`src/rtl/mmio_io_pkg.sv`:
```
// mmio_io_hub shared definitions: register offsets
// and the active-low hex-to-segment table.
package mmio_io_pkg;

  localparam logic [11:0] DIG_OFS      = 12'h000;
  localparam logic [11:0] DIG_MASK_OFS = 12'h004;
  localparam logic [11:0] LED_OFS      = 12'h060;
  localparam logic [11:0] SW_OFS       = 12'h070;
  localparam logic [11:0] BTN_OFS      = 12'h078;
  localparam logic [11:0] BTN_EDGE_OFS = 12'h07C;

  // {DP,G,F,E,D,C,B,A}, low = lit
  localparam logic [7:0] SEG_LUT [16] = '{
    8'hC0, 8'hF9, 8'hA4, 8'hB0,
    8'h99, 8'h92, 8'h82, 8'hF8,
    8'h80, 8'h90, 8'h88, 8'h83,
    8'hC6, 8'hA1, 8'h86, 8'h8E
  };

endpackage

```
`src/rtl/io_debounce.sv`:
```
// 2-FF synchroniser plus tick-sampled debouncer:
// output moves only when two consecutive samples agree.
module io_debounce
  import mmio_io_pkg::*;
#(
  parameter int W          = 1,
  parameter int DEB_CYCLES = 2
) (
  input  logic         clk,
  input  logic         rst_n,
  input  logic [W-1:0] din,
  output logic [W-1:0] dout
);

  localparam int CW = $clog2(DEB_CYCLES);
  localparam logic [CW-1:0] LAST = CW'(DEB_CYCLES - 1);

  logic [W-1:0]  s1, s2, smp;
  logic [W-1:0]  agree;
  logic [CW-1:0] cnt;
  logic          tick;

  assign tick  = (cnt == LAST);
  assign agree = ~(s2 ^ smp);

  always_ff @(posedge clk or negedge rst_n) begin
    if (!rst_n) begin
      s1   <= '0;
      s2   <= '0;
      smp  <= '0;
      dout <= '0;
      cnt  <= '0;
    end else begin
      s1  <= din;
      s2  <= s1;
      cnt <= tick ? '0 : cnt + CW'(1);
      if (tick) begin
        smp  <= s2;
        dout <= (dout & ~agree) | (s2 & agree);
      end
    end
  end

endmodule

```
`src/rtl/mmio_io_hub.sv`:
```
// Memory-mapped display / LED / switch / button hub
// with digit mask and sticky button edge capture.
module mmio_io_hub
  import mmio_io_pkg::*;
#(
  parameter int NUM_DIGITS = 8,
  parameter int LED_W      = 24,
  parameter int SW_W       = 24,
  parameter int BTN_W      = 5,
  parameter int SCAN_DIV   = 50000,
  parameter int DEB_CYCLES = 200000
) (
  input  logic                  clk,
  input  logic                  rst,
  input  logic [11:0]           addr,
  input  logic                  wen,
  input  logic [31:0]           wdata,
  output logic [31:0]           rdata,
  input  logic [SW_W-1:0]       switch,
  input  logic [BTN_W-1:0]      button,
  output logic [LED_W-1:0]      led,
  output logic [NUM_DIGITS-1:0] dig_en,
  output logic [7:0]            seg
);

  localparam int DW = 4 * NUM_DIGITS;
  localparam int IW = (NUM_DIGITS > 1) ? $clog2(NUM_DIGITS) : 1;
  localparam int CW = $clog2(SCAN_DIV);
  localparam logic [IW-1:0] I_LAST = IW'(NUM_DIGITS - 1);
  localparam logic [CW-1:0] C_LAST = CW'(SCAN_DIV - 1);

  logic [DW-1:0]         dig_q;
  logic [NUM_DIGITS-1:0] mask_q;
  logic [LED_W-1:0]      led_q;
  logic [BTN_W-1:0]      edge_q;
  logic [BTN_W-1:0]      btn_prev;
  logic [SW_W-1:0]       sw_deb;
  logic [BTN_W-1:0]      btn_deb;
  logic [BTN_W-1:0]      rise;
  logic [BTN_W-1:0]      clr;
  logic [CW-1:0]         scan_cnt;
  logic [IW-1:0]         digit_idx;
  logic [3:0]            nib;

  logic wr_dig, wr_mask, wr_led, wr_edge;

  assign wr_dig  = wen && (addr == DIG_OFS);
  assign wr_mask = wen && (addr == DIG_MASK_OFS);
  assign wr_led  = wen && (addr == LED_OFS);
  assign wr_edge = wen && (addr == BTN_EDGE_OFS);

  io_debounce #(
    .W          (SW_W),
    .DEB_CYCLES (DEB_CYCLES)
  ) u_sw_deb (
    .clk   (clk),
    .rst_n (rst),
    .din   (switch),
    .dout  (sw_deb)
  );

  io_debounce #(
    .W          (BTN_W),
    .DEB_CYCLES (DEB_CYCLES)
  ) u_btn_deb (
    .clk   (clk),
    .rst_n (rst),
    .din   (button),
    .dout  (btn_deb)
  );

  assign rise = btn_deb & ~btn_prev;
  assign clr  = wr_edge ? wdata[BTN_W-1:0] : '0;

  always_ff @(posedge clk or negedge rst) begin
    if (!rst) begin
      dig_q    <= '0;
      mask_q   <= '1;
      led_q    <= '0;
      edge_q   <= '0;
      btn_prev <= '0;
    end else begin
      if (wr_dig)  dig_q  <= wdata[DW-1:0];
      if (wr_mask) mask_q <= wdata[NUM_DIGITS-1:0];
      if (wr_led)  led_q  <= wdata[LED_W-1:0];
      btn_prev <= btn_deb;
      // set has priority over a same-cycle W1C
      edge_q   <= (edge_q & ~clr) | rise;
    end
  end

  always_ff @(posedge clk or negedge rst) begin
    if (!rst) begin
      scan_cnt  <= '0;
      digit_idx <= '0;
    end else if (scan_cnt == C_LAST) begin
      scan_cnt  <= '0;
      digit_idx <= (digit_idx == I_LAST) ? '0
                 : digit_idx + IW'(1);
    end else begin
      scan_cnt <= scan_cnt + CW'(1);
    end
  end

  always_comb begin
    nib    = '0;
    dig_en = '1;
    for (int i = 0; i < NUM_DIGITS; i++) begin
      if (digit_idx == IW'(i)) begin
        nib       = dig_q[4*i +: 4];
        dig_en[i] = ~mask_q[i];
      end
    end
  end

  assign seg = SEG_LUT[nib];
  assign led = led_q;

  always_comb begin
    rdata = '0;
    unique case (1'b1)
      addr == DIG_OFS:      rdata[DW-1:0]         = dig_q;
      addr == DIG_MASK_OFS: rdata[NUM_DIGITS-1:0] = mask_q;
      addr == LED_OFS:      rdata[LED_W-1:0]      = led_q;
      addr == SW_OFS:       rdata[SW_W-1:0]       = sw_deb;
      addr == BTN_OFS:      rdata[BTN_W-1:0]      = btn_deb;
      addr == BTN_EDGE_OFS: rdata[BTN_W-1:0]      = edge_q;
      default: ;
    endcase
  end

endmodule

```
`config.mk`:
```
export PLATFORM = sky130hd
export DESIGN_NAME = mmio_io_hub
export DESIGN_NICKNAME = d
export VERILOG_FILES = /design/src/rtl/mmio_io_pkg.sv /design/src/rtl/io_debounce.sv /design/src/rtl/mmio_io_hub.sv
export SDC_FILE = /design/constraint.sdc
export NUM_CORES = 1
export LEC_CHECK = 0
export CORE_ASPECT_RATIO = 2
export CORE_MARGIN = 10
export CORE_UTILIZATION = 30
export CTS_CLUSTER_DIAMETER = 30
export DETAILED_ROUTE_END_ITERATION = 6
export DONT_BUFFER_PORTS = 1
export PLACE_DENSITY_LB_ADDON = 0.3
export SLEW_MARGIN = 10
export SYNTH_ARGS = -nofsm -noshare
export SYNTH_HDL_FRONTEND = slang
export SYNTH_SLANG_ARGS = --single-unit
export TNS_END_PERCENT = 5
```
`constraint.sdc`:
```
create_clock -name clk -period 3.3 [get_ports clk]
set_input_delay 0.495 -clock clk [delete_from_list [all_inputs] [get_ports clk]]
set_output_delay 0.495 -clock clk [all_outputs]
set_load 0.02 [all_outputs]
```
==> results of run 1 <==
==> layout make-up <==
type / instances / area [µm²]
clock buffers: 45 / 987
flip-flops and latches: 245 / 6140
repair buffers: 67 / 617
clock inverters: 20 / 233
fillers: 3344 / 22000
well taps: 445 / 557
inverters: 71 / 267
multi-input cells: 570 / 4040
==> layer usage <==
metal  share of wire, %  vias up
met2                 53      178
li1                   -     3388
met4                6.8        0
met3                5.2       73
met1                 35     3705
met5                  0        -
==> power by group <==
group	internal [mW]	total, mW	switching [mW]
logic	0.0377	0.0584	0.0207
clock network	2.40	3.86	1.46
registers	3.05	3.07	0.0268
==> kinds of logic after synthesis <==
group | synth area share (%)
mux | 7.81
fa+ha+maj | 1.78
xor+xnor | 3.75
simple gates | 11.3
compound gates | 12.3
buf+inv | 4.60
other cells | 0.0357
flops | 58.4
==> worst register-to-register path, delay by kind of cell, from the launching register on <==
| kind | cells | cell delay (ps) |
|---|---|---|
| simple gates | 3 | 1110 |
| flops | 1 | 420 |
| buf+inv | 1 | 290 |
| compound gates | 2 | 280 |
==> worst max path at each step <==
stage,slack [ps],depth (start not counted),endpoint,from
CTS,-70,9,seg[3],digit_idx[1]$_DFFE_PN0N_
finish,-20,10,seg[3],digit_idx[0]$_DFFE_PN0N_
floorplan,400,10,seg[3],digit_idx[0]$_DFFE_PN0N_
detailed placement,160,9,seg[3],digit_idx[0]$_DFFE_PN0N_
global route,-110,11,seg[3],digit_idx[1]$_DFFE_PN0N_
global placement,230,9,seg[3],digit_idx[0]$_DFFE_PN0N_
==> Yosys cell counts, drive strengths merged (3+ instances only) <==
| cell type | instances | area, µm² |
|---|---|---|
| dfrtp | 237 | 5930 |
| or2 | 7 | 43.8 |
| nor2b | 8 | 50.1 |
| a22o | 10 | 87.6 |
| inv | 71 | 267 |
| xor2 | 19 | 166 |
| nor3 | 16 | 85.1 |
| and2 | 11 | 68.8 |
| ha | 15 | 188 |
| dfstp | 8 | 210 |
| a222oi | 16 | 160 |
| a21oi | 43 | 215 |
| xnor2 | 26 | 228 |
| buf | 27 | 165 |
| nand4 | 10 | 77.6 |
| mux2i | 9 | 90.1 |
| a31oi | 3 | 46.3 |
| nor4 | 4 | 46.3 |
| o21ai | 100 | 500 |
| nor2 | 45 | 171 |
| mux2 | 65 | 732 |
| nand3 | 34 | 170 |
| a221oi | 8 | 70.1 |
| clkbuf | 14 | 52.6 |
| a221o | 3 | 30.0 |
| a22oi | 5 | 37.5 |
| and3 | 9 | 56.3 |
| o32a | 3 | 30.0 |
| and4 | 5 | 43.8 |
| nand2 | 62 | 233 |
| nand3b | 6 | 45.0 |
| o22ai | 5 | 31.3 |
==> repair_timing <==
item                       CTS  global route
setup buffers                9             1
gates resized for setup     25             6
pin swaps                    6            10
setup endpoints to repair    7             7
hold endpoints to repair   274           237
cloned                       0             0
==> metrics by stage <==
stage               power (mW)  setup TNS (ps)
detailed placement        3.16               0
global placement          3.15               0
floorplan                 3.15               0
CTS                       7.10            -260
global route              7.24            -447
finish                    6.99           -45.5
==> metrics.cfg, run 1 <==
[cts]
h-tree-depth = 2
root_buffer = clkbuf_16
clock-sinks = 245
ctsHoldBuffers = 29
cts_tree = yes
cts_inserted_buffers = 36
clk_pin_slew_ps = 60
insertion_delay_ps = 530
ctsLongestPathBuffers = 3

[cells_and_area]
final_cell_mix = 237 x dfrtp_1, 79 x o21ai_0, 63 x inv_1
syn_to_final_growth_pct = 22.0
fin_util_pct = 36.9
drive_gt1_share_pct = 20.2
final_common_cell = dfrtp_1
antenna_cells = 0
final_nets = 1082
final_cells = 1463
final_area_um2 = 12800

[worst_hold_path]
holdCritPathClass = primary input to asynchronous set/reset pin

[synth]
ys_async_sr_fraction_pct = 100
syn_area_per_cell_um2 = 11.3
syn-cell-area_um2 = 10500
syn-num-nets = 1018
synth_ff_type = dfrtp_1
postSynthCellCount = 927
seq_area_frac_synth_pct = 58.4
synth_seq_cells = 245
ys_warn_count = 0
synth_edf_count = 0
synth_cell_types = 62

[global_routing]
gr-usage-met2_pct = 23.4
grt_antenna_before_repair = 0
grt_overflow = 0
grt_pass1_vias = 7587
grt_util_met1_pct = 13.2
grt_use_met3_pct = 3.00
grt_pass1_wl_um = 45200
grt_max_degree = 246
top_usage_layer = met2
grt_use_total_pct = 13.1

[placement]
dp_hpwl_um = 21300
gp_congestion = 0.864
dpl_worst_slack_ps = 164
place_area_um2 = 11100
numPortBuffers = 0
place_inst = 1359

[floorplanning]
die_h_um = 285
core_area_um2 = 34800
die-area_um2 = 43400
pin_count = 148
die_w_um = 152
rows = 97
start_util_pct = 30.2

[pwr]
power.density_nw_per_um2 = 545
p_leak_nw = 5.61
peakVddDrop_mv = 0.325

[detailed_routing]
wirelength_um = 29400
drt_first_iter_violations = 421
routedWlPerCell_um = 20.1
route.detailed.drc = 0
vias_per_cell = 5.02
antenna_left = 0
vias = 7344
dr.pass1.iters = 5

[job]
max_cap_violations = 0

[sta]
setup_viol = 3
worst_hold_slack_ps = -320
slew_headroom_pct = 41.4
period_minus_slack_ps = 3320
grt_setup_unrepaired = true
slew_violations = 0
tightest_slew_ps = 875
fmax_mhz = 301
clock_skew_ps = 24.5
fin_ws_ps = -22.0
finalHoldViolCount = 237
period_share_pct = 101

[worst_setup_path]
worstPathRequired_ps = 2800
start_kind = register
crit_chain = buf_4 -> ha_4 -> buf_12 -> nand3b_1 -> a221o_1 -> a31oi_4 -> inv_2 -> ha_4 -> mux2i_1 -> mux2_4
crit_type = register to output port
cpPeakStageDelay_ps = 400
crit_buf_inv = 3
r2r_start = u_sw_deb.cnt[2]$_DFF_PN0_
cp_max_fo = 10
cp_common_cell = ha_4
crit_family = compound AO/OA/AOI/OAI gates
cp-end-kind = output port
r2r_slack_ps = 1110
crit_slowest_cell = dfrtp_1
r2r_cells = 6
crit_arrival_ps = 2830

[outcome]
status = finished with violations
violations = hold timing, setup timing

Power figures use the tool's default switching activity.
==> run 2, diff against run 1 <==
- CELL_PAD_IN_SITES_DETAIL_PLACEMENT: unset -> 1
- CELL_PAD_IN_SITES_GLOBAL_PLACEMENT: unset -> 1
- CTS_BUF_LIST: unset -> sky130_fd_sc_hd__clkbuf_8
==> metrics.cfg, run 2 (synthesis gave the netlist of run 1 again) <==
[outcome]
status = finished with violations
violations = hold timing, setup timing

[sta]
period_share_pct = 102
worst_hold_slack_ps = -372
slew_headroom_pct = 33.3
fmax_mhz = 297
period_minus_slack_ps = 3370
fin_ws_ps = -69.7
slew_violations = 0
finalHoldViolCount = 237
tightest_slew_ps = 996
clock_skew_ps = 32.0
grt_setup_unrepaired = true
setup_viol = 6

[worst_setup_path]
start_kind = register
cp_max_fo = 6
cp-end-kind = output port
crit_arrival_ps = 2870
crit_type = register to output port
worstPathRequired_ps = 2800

[detailed_routing]
wirelength_um = 31500
dr.pass1.iters = 6
route.detailed.drc = 0
vias_per_cell = 5.08
drt_first_iter_violations = 384
routedWlPerCell_um = 21.2
antenna_left = 0
vias = 7554

[cells_and_area]
drive_gt1_share_pct = 22.4
final_common_cell = dfrtp_1
final_cells = 1487
final_nets = 1094
syn_to_final_growth_pct = 20.9
final_cell_mix = 236 x dfrtp_1, 78 x o21ai_0, 73 x inv_1
fillers = 3763

[global_routing]
grt_overflow = 0
grt_use_total_pct = 14.4
grt_pass1_wl_um = 49800
grt_max_degree = 246
gr-usage-met2_pct = 26.6
grt_util_met1_pct = 14.0
top_usage_layer = met2
grt_antenna_before_repair = 2
grt_pass1_vias = 8366
grt_use_met3_pct = 3.51

[placement]
dpl_worst_slack_ps = 226
numPortBuffers = 0
dp_hpwl_um = 22500
gp_congestion = 0.827
place_inst = 1361

[floorplanning]
die-area_um2 = 43400
die_h_um = 285
die_w_um = 152
rows = 97
core_area_um2 = 34800
start_util_pct = 30.2
pin_count = 148

[cts]
cts_tree = yes
root_buffer = clkbuf_8
clock-sinks = 245
cts_inserted_buffers = 46
insertion_delay_ps = 580
ctsHoldBuffers = 29
h-tree-depth = 2
clk_pin_slew_ps = 60
ctsLongestPathBuffers = 3

[worst_hold_path]
holdCritPathClass = primary input to asynchronous set/reset pin

[pwr]
peakVddDrop_mv = 0.294
p_leak_nw = 5.61
power.density_nw_per_um2 = 511

[job]
max_cap_violations = 0

==> run 2: cell count changes in the layout (fill, tap and decap cells not counted), moves of 2 or more <==
cell / delta
ha_1: -3
clkbuf_8: +56
buf_4: +3
bufinv_16: +2
inv_8: -2
buf_12: -2
ha_4: +2
clkbuf_1: -6
clkbuf_16: -38
inv_6: -4
clkinv_4: +4
inv_1: +10
==> run 2: routing by layer <==
layer	vias up	share of wire, %
met3	77	5.2
met5	-	0.064
li1	3423	-
met1	3859	35
met2	193	54
met4	2	5.5
==> run 2: stage by stage <==
step                      cell area, µm²  total power [mW]  util (%)  setup TNS, ps
final                              12700              6.50      36.5           -290
after CTS                          12700              6.63      36.4           -806
after global placement             11100              3.16      31.9              0
after floorplan                    10500              3.15         -              0
after detailed placement           11100              3.16      31.9              0
after global routing               12700              6.78      36.5          -1290
==> run 2: critical path: stages (launching register included) <==
cell     delay (ps)
dfrtp_2         440
ha_4            180
ha_4            170
or2_4           250
a221o_1         310
a31oi_2         180
inv_2           100
ha_4            280
mux2i_1          70
mux2_4          300
==> run 2: what timing repair did <==
action	4_1_cts	5_1_grt
pin swaps	6	8
buffers inserted	8	1
gates resized for setup	28	13
endpoints found under the hold margin	274	245
cloned	1	0
endpoints found under the setup margin	7	7
==> run 2: cell type report <==
type | instances | area [µm²] | share of cell area [%]
Timing Repair Buffer | 68 | 599 | 4.71
Antenna cell | 1 | 2.50 | 0.0197
Inverter | 71 | 267 | 2.10
Tap cell | 445 | 557 | 4.38
Clock buffer | 57 | 785 | 6.17
Multi-Input combinational cell | 571 | 4080 | 32.1
Clock inverter | 29 | 289 | 2.27
Sequential cell | 245 | 6140 | 48.3
==> run 2: final timing paths <==
path                                           start                        end  slack (ps)  cells past startpoint
max                         digit_idx[0]$_DFFE_PN0N_                     seg[3]         -70                      9
min                                              rst        led[14]$_DFFE_PN0P_        -370                      0
max reg2reg                u_sw_deb.cnt[0]$_DFF_PN0_                   register        1050                      7
min reg2reg                u_sw_deb.s1[18]$_DFF_PN0_  u_sw_deb.s2[18]$_DFF_PN0_         350                      0
max in group asynchronous                        rst       dig_q[3]$_DFFE_PN0P_        3050                      0
min in group clk                            wdata[7]         led[7]$_DFFE_PN0P_          60                      1
==> run 2: report_power, final <==
part | internal, mW | leakage [nW] | total (mW) | switching [mW]
clock network | 1.98 | 0.583 | 3.36 | 1.38
logic | 0.0378 | 1.81 | 0.0598 | 0.0221
registers | 3.05 | 3.21 | 3.07 | 0.0278
==> run 3, diff against run 2 <==
- SKIP_LAST_GASP: unset -> 1
==> metrics.cfg, run 3 (synthesis gave the netlist of run 1 again) <==
[sta]
slew_headroom_pct = 31.6
grt_setup_unrepaired = true
period_share_pct = 103
fin_ws_ps = -95.5
slew_violations = 0
period_minus_slack_ps = 3400
worst_hold_slack_ps = -370
tightest_slew_ps = 1020
fmax_mhz = 295
clock_skew_ps = 32.3
finalHoldViolCount = 237
setup_viol = 7

[pwr]
peakVddDrop_mv = 0.294
p_total_mw = 6.50
p_leak_nw = 5.61
power.density_nw_per_um2 = 510

[floorplanning]
die_w_um = 152
pin_count = 148
die-area_um2 = 43400
start_util_pct = 30.2
die_h_um = 285
core_area_um2 = 34800
rows = 97

[global_routing]
grt_util_met1_pct = 14.0
grt_use_met3_pct = 3.51
grt_overflow = 0
grt_use_total_pct = 14.4
grt_pass1_wl_um = 49800
grt_pass1_vias = 8370
top_usage_layer = met2
grt_max_degree = 246
grt_antenna_before_repair = 2
gr-usage-met2_pct = 26.6

[cts]
clock-sinks = 245
cts_inserted_buffers = 46
ctsLongestPathBuffers = 3
h-tree-depth = 2
insertion_delay_ps = 580
cts_tree = yes
ctsHoldBuffers = 29
root_buffer = clkbuf_8
clk_pin_slew_ps = 60

[cells_and_area]
final_cell_mix = 236 x dfrtp_1, 79 x o21ai_0, 73 x inv_1
drive_gt1_share_pct = 22.4
fillers = 3761
syn_to_final_growth_pct = 21.0
final_nets = 1094
final_cells = 1487
final_area_um2 = 12700
fin_util_pct = 36.6
final_common_cell = dfrtp_1

[placement]
gp_congestion = 0.827
place_inst = 1361
numPortBuffers = 0
place_area_um2 = 11100
dp_hpwl_um = 22500

[worst_setup_path]
crit_type = register to output port
worstPathRequired_ps = 2800
cp-end-kind = output port
start_kind = register
cp_max_fo = 6
crit_arrival_ps = 2900

[job]
max_cap_violations = 0

[detailed_routing]
routedWlPerCell_um = 21.1
vias = 7567
antenna_left = 0
vias_per_cell = 5.09
wirelength_um = 31400
route.detailed.drc = 0
drt_first_iter_violations = 388
dr.pass1.iters = 5

[outcome]
violations = hold timing, setup timing
status = finished with violations

[worst_hold_path]
holdCritPathClass = primary input to asynchronous set/reset pin

## run 3: cell counts in the layout (fill, tap and decap cells not counted)
No cell type changed its count.
## run 3: area by class of cell
cell class / instances / area [µm²] / share of cell area (%)
Clock buffer: 57 / 785 / 6.16
Tap cell: 445 / 557 / 4.37
Sequential cell: 245 / 6140 / 48.2
Clock inverter: 29 / 289 / 2.27
Antenna cell: 1 / 2.50 / 0.0197
Timing Repair Buffer: 68 / 603 / 4.74
Inverter: 71 / 267 / 2.09
Multi-Input combinational cell: 571 / 4090 / 32.1
## run 3: worst max-delay path: stages, from the launching register on
cell and delay [ps]:
dfrtp_1 430, ha_4 200, ha_4 170, or2_4 270, a221o_1 330, a31oi_4 180
inv_2 100, ha_4 280, mux2i_1 70, mux2_4 300
## run 3: through the flow
step / setup slack (ps) / TNS, ps / hold slack (ps)
after detailed placement: 226 / 0 / 216
after floorplan: 403 / 0 / 199
after global routing: -209 / -1410 / -416
after CTS: -146 / -829 / -418
after global placement: 294 / 0 / 217
final: -95.5 / -497 / -370
## run 3: power by group
part	leakage, nW	internal (mW)	total (mW)	switching [mW]
registers	3.21	3.05	3.07	0.0276
logic	1.81	0.0379	0.0600	0.0221
clock network	0.583	1.98	3.36	1.38
total	5.61	5.07	6.50	1.43
## run 3: final timing paths
kind                                            from                        end  slack (ps)  depth (start not counted)
max reg2reg                u_sw_deb.cnt[0]$_DFF_PN0_                   register        1050                          7
min reg2reg                u_sw_deb.s1[18]$_DFF_PN0_  u_sw_deb.s2[18]$_DFF_PN0_         350                          0
max                         digit_idx[1]$_DFFE_PN0N_                     seg[3]        -100                          9
min in group clk                            wdata[7]         led[7]$_DFFE_PN0P_          70                          1
min                                              rst        led[14]$_DFFE_PN0P_        -370                          0
max in group asynchronous                        rst       dig_q[3]$_DFFE_PN0P_        3000                          0
## run 3: what timing repair did
| action | CTS | global route |
|---|---|---|
| hold endpoints to repair | 274 | 245 |
| gates resized for setup | 26 | 16 |
| pin swaps | 5 | 12 |
| buffers inserted | 8 | 1 |
| endpoints found under the setup margin | 7 | 7 |
| gates cloned | 1 | 0 |
## run 3: routing by layer
layer	vias up	share of wire, %	routed length (µm)
li1	3420	-	-
met1	3878	35	11000
met2	192	54	17100
met3	75	5.2	1640
met4	2	5.4	1690
met5	-	0.064	20
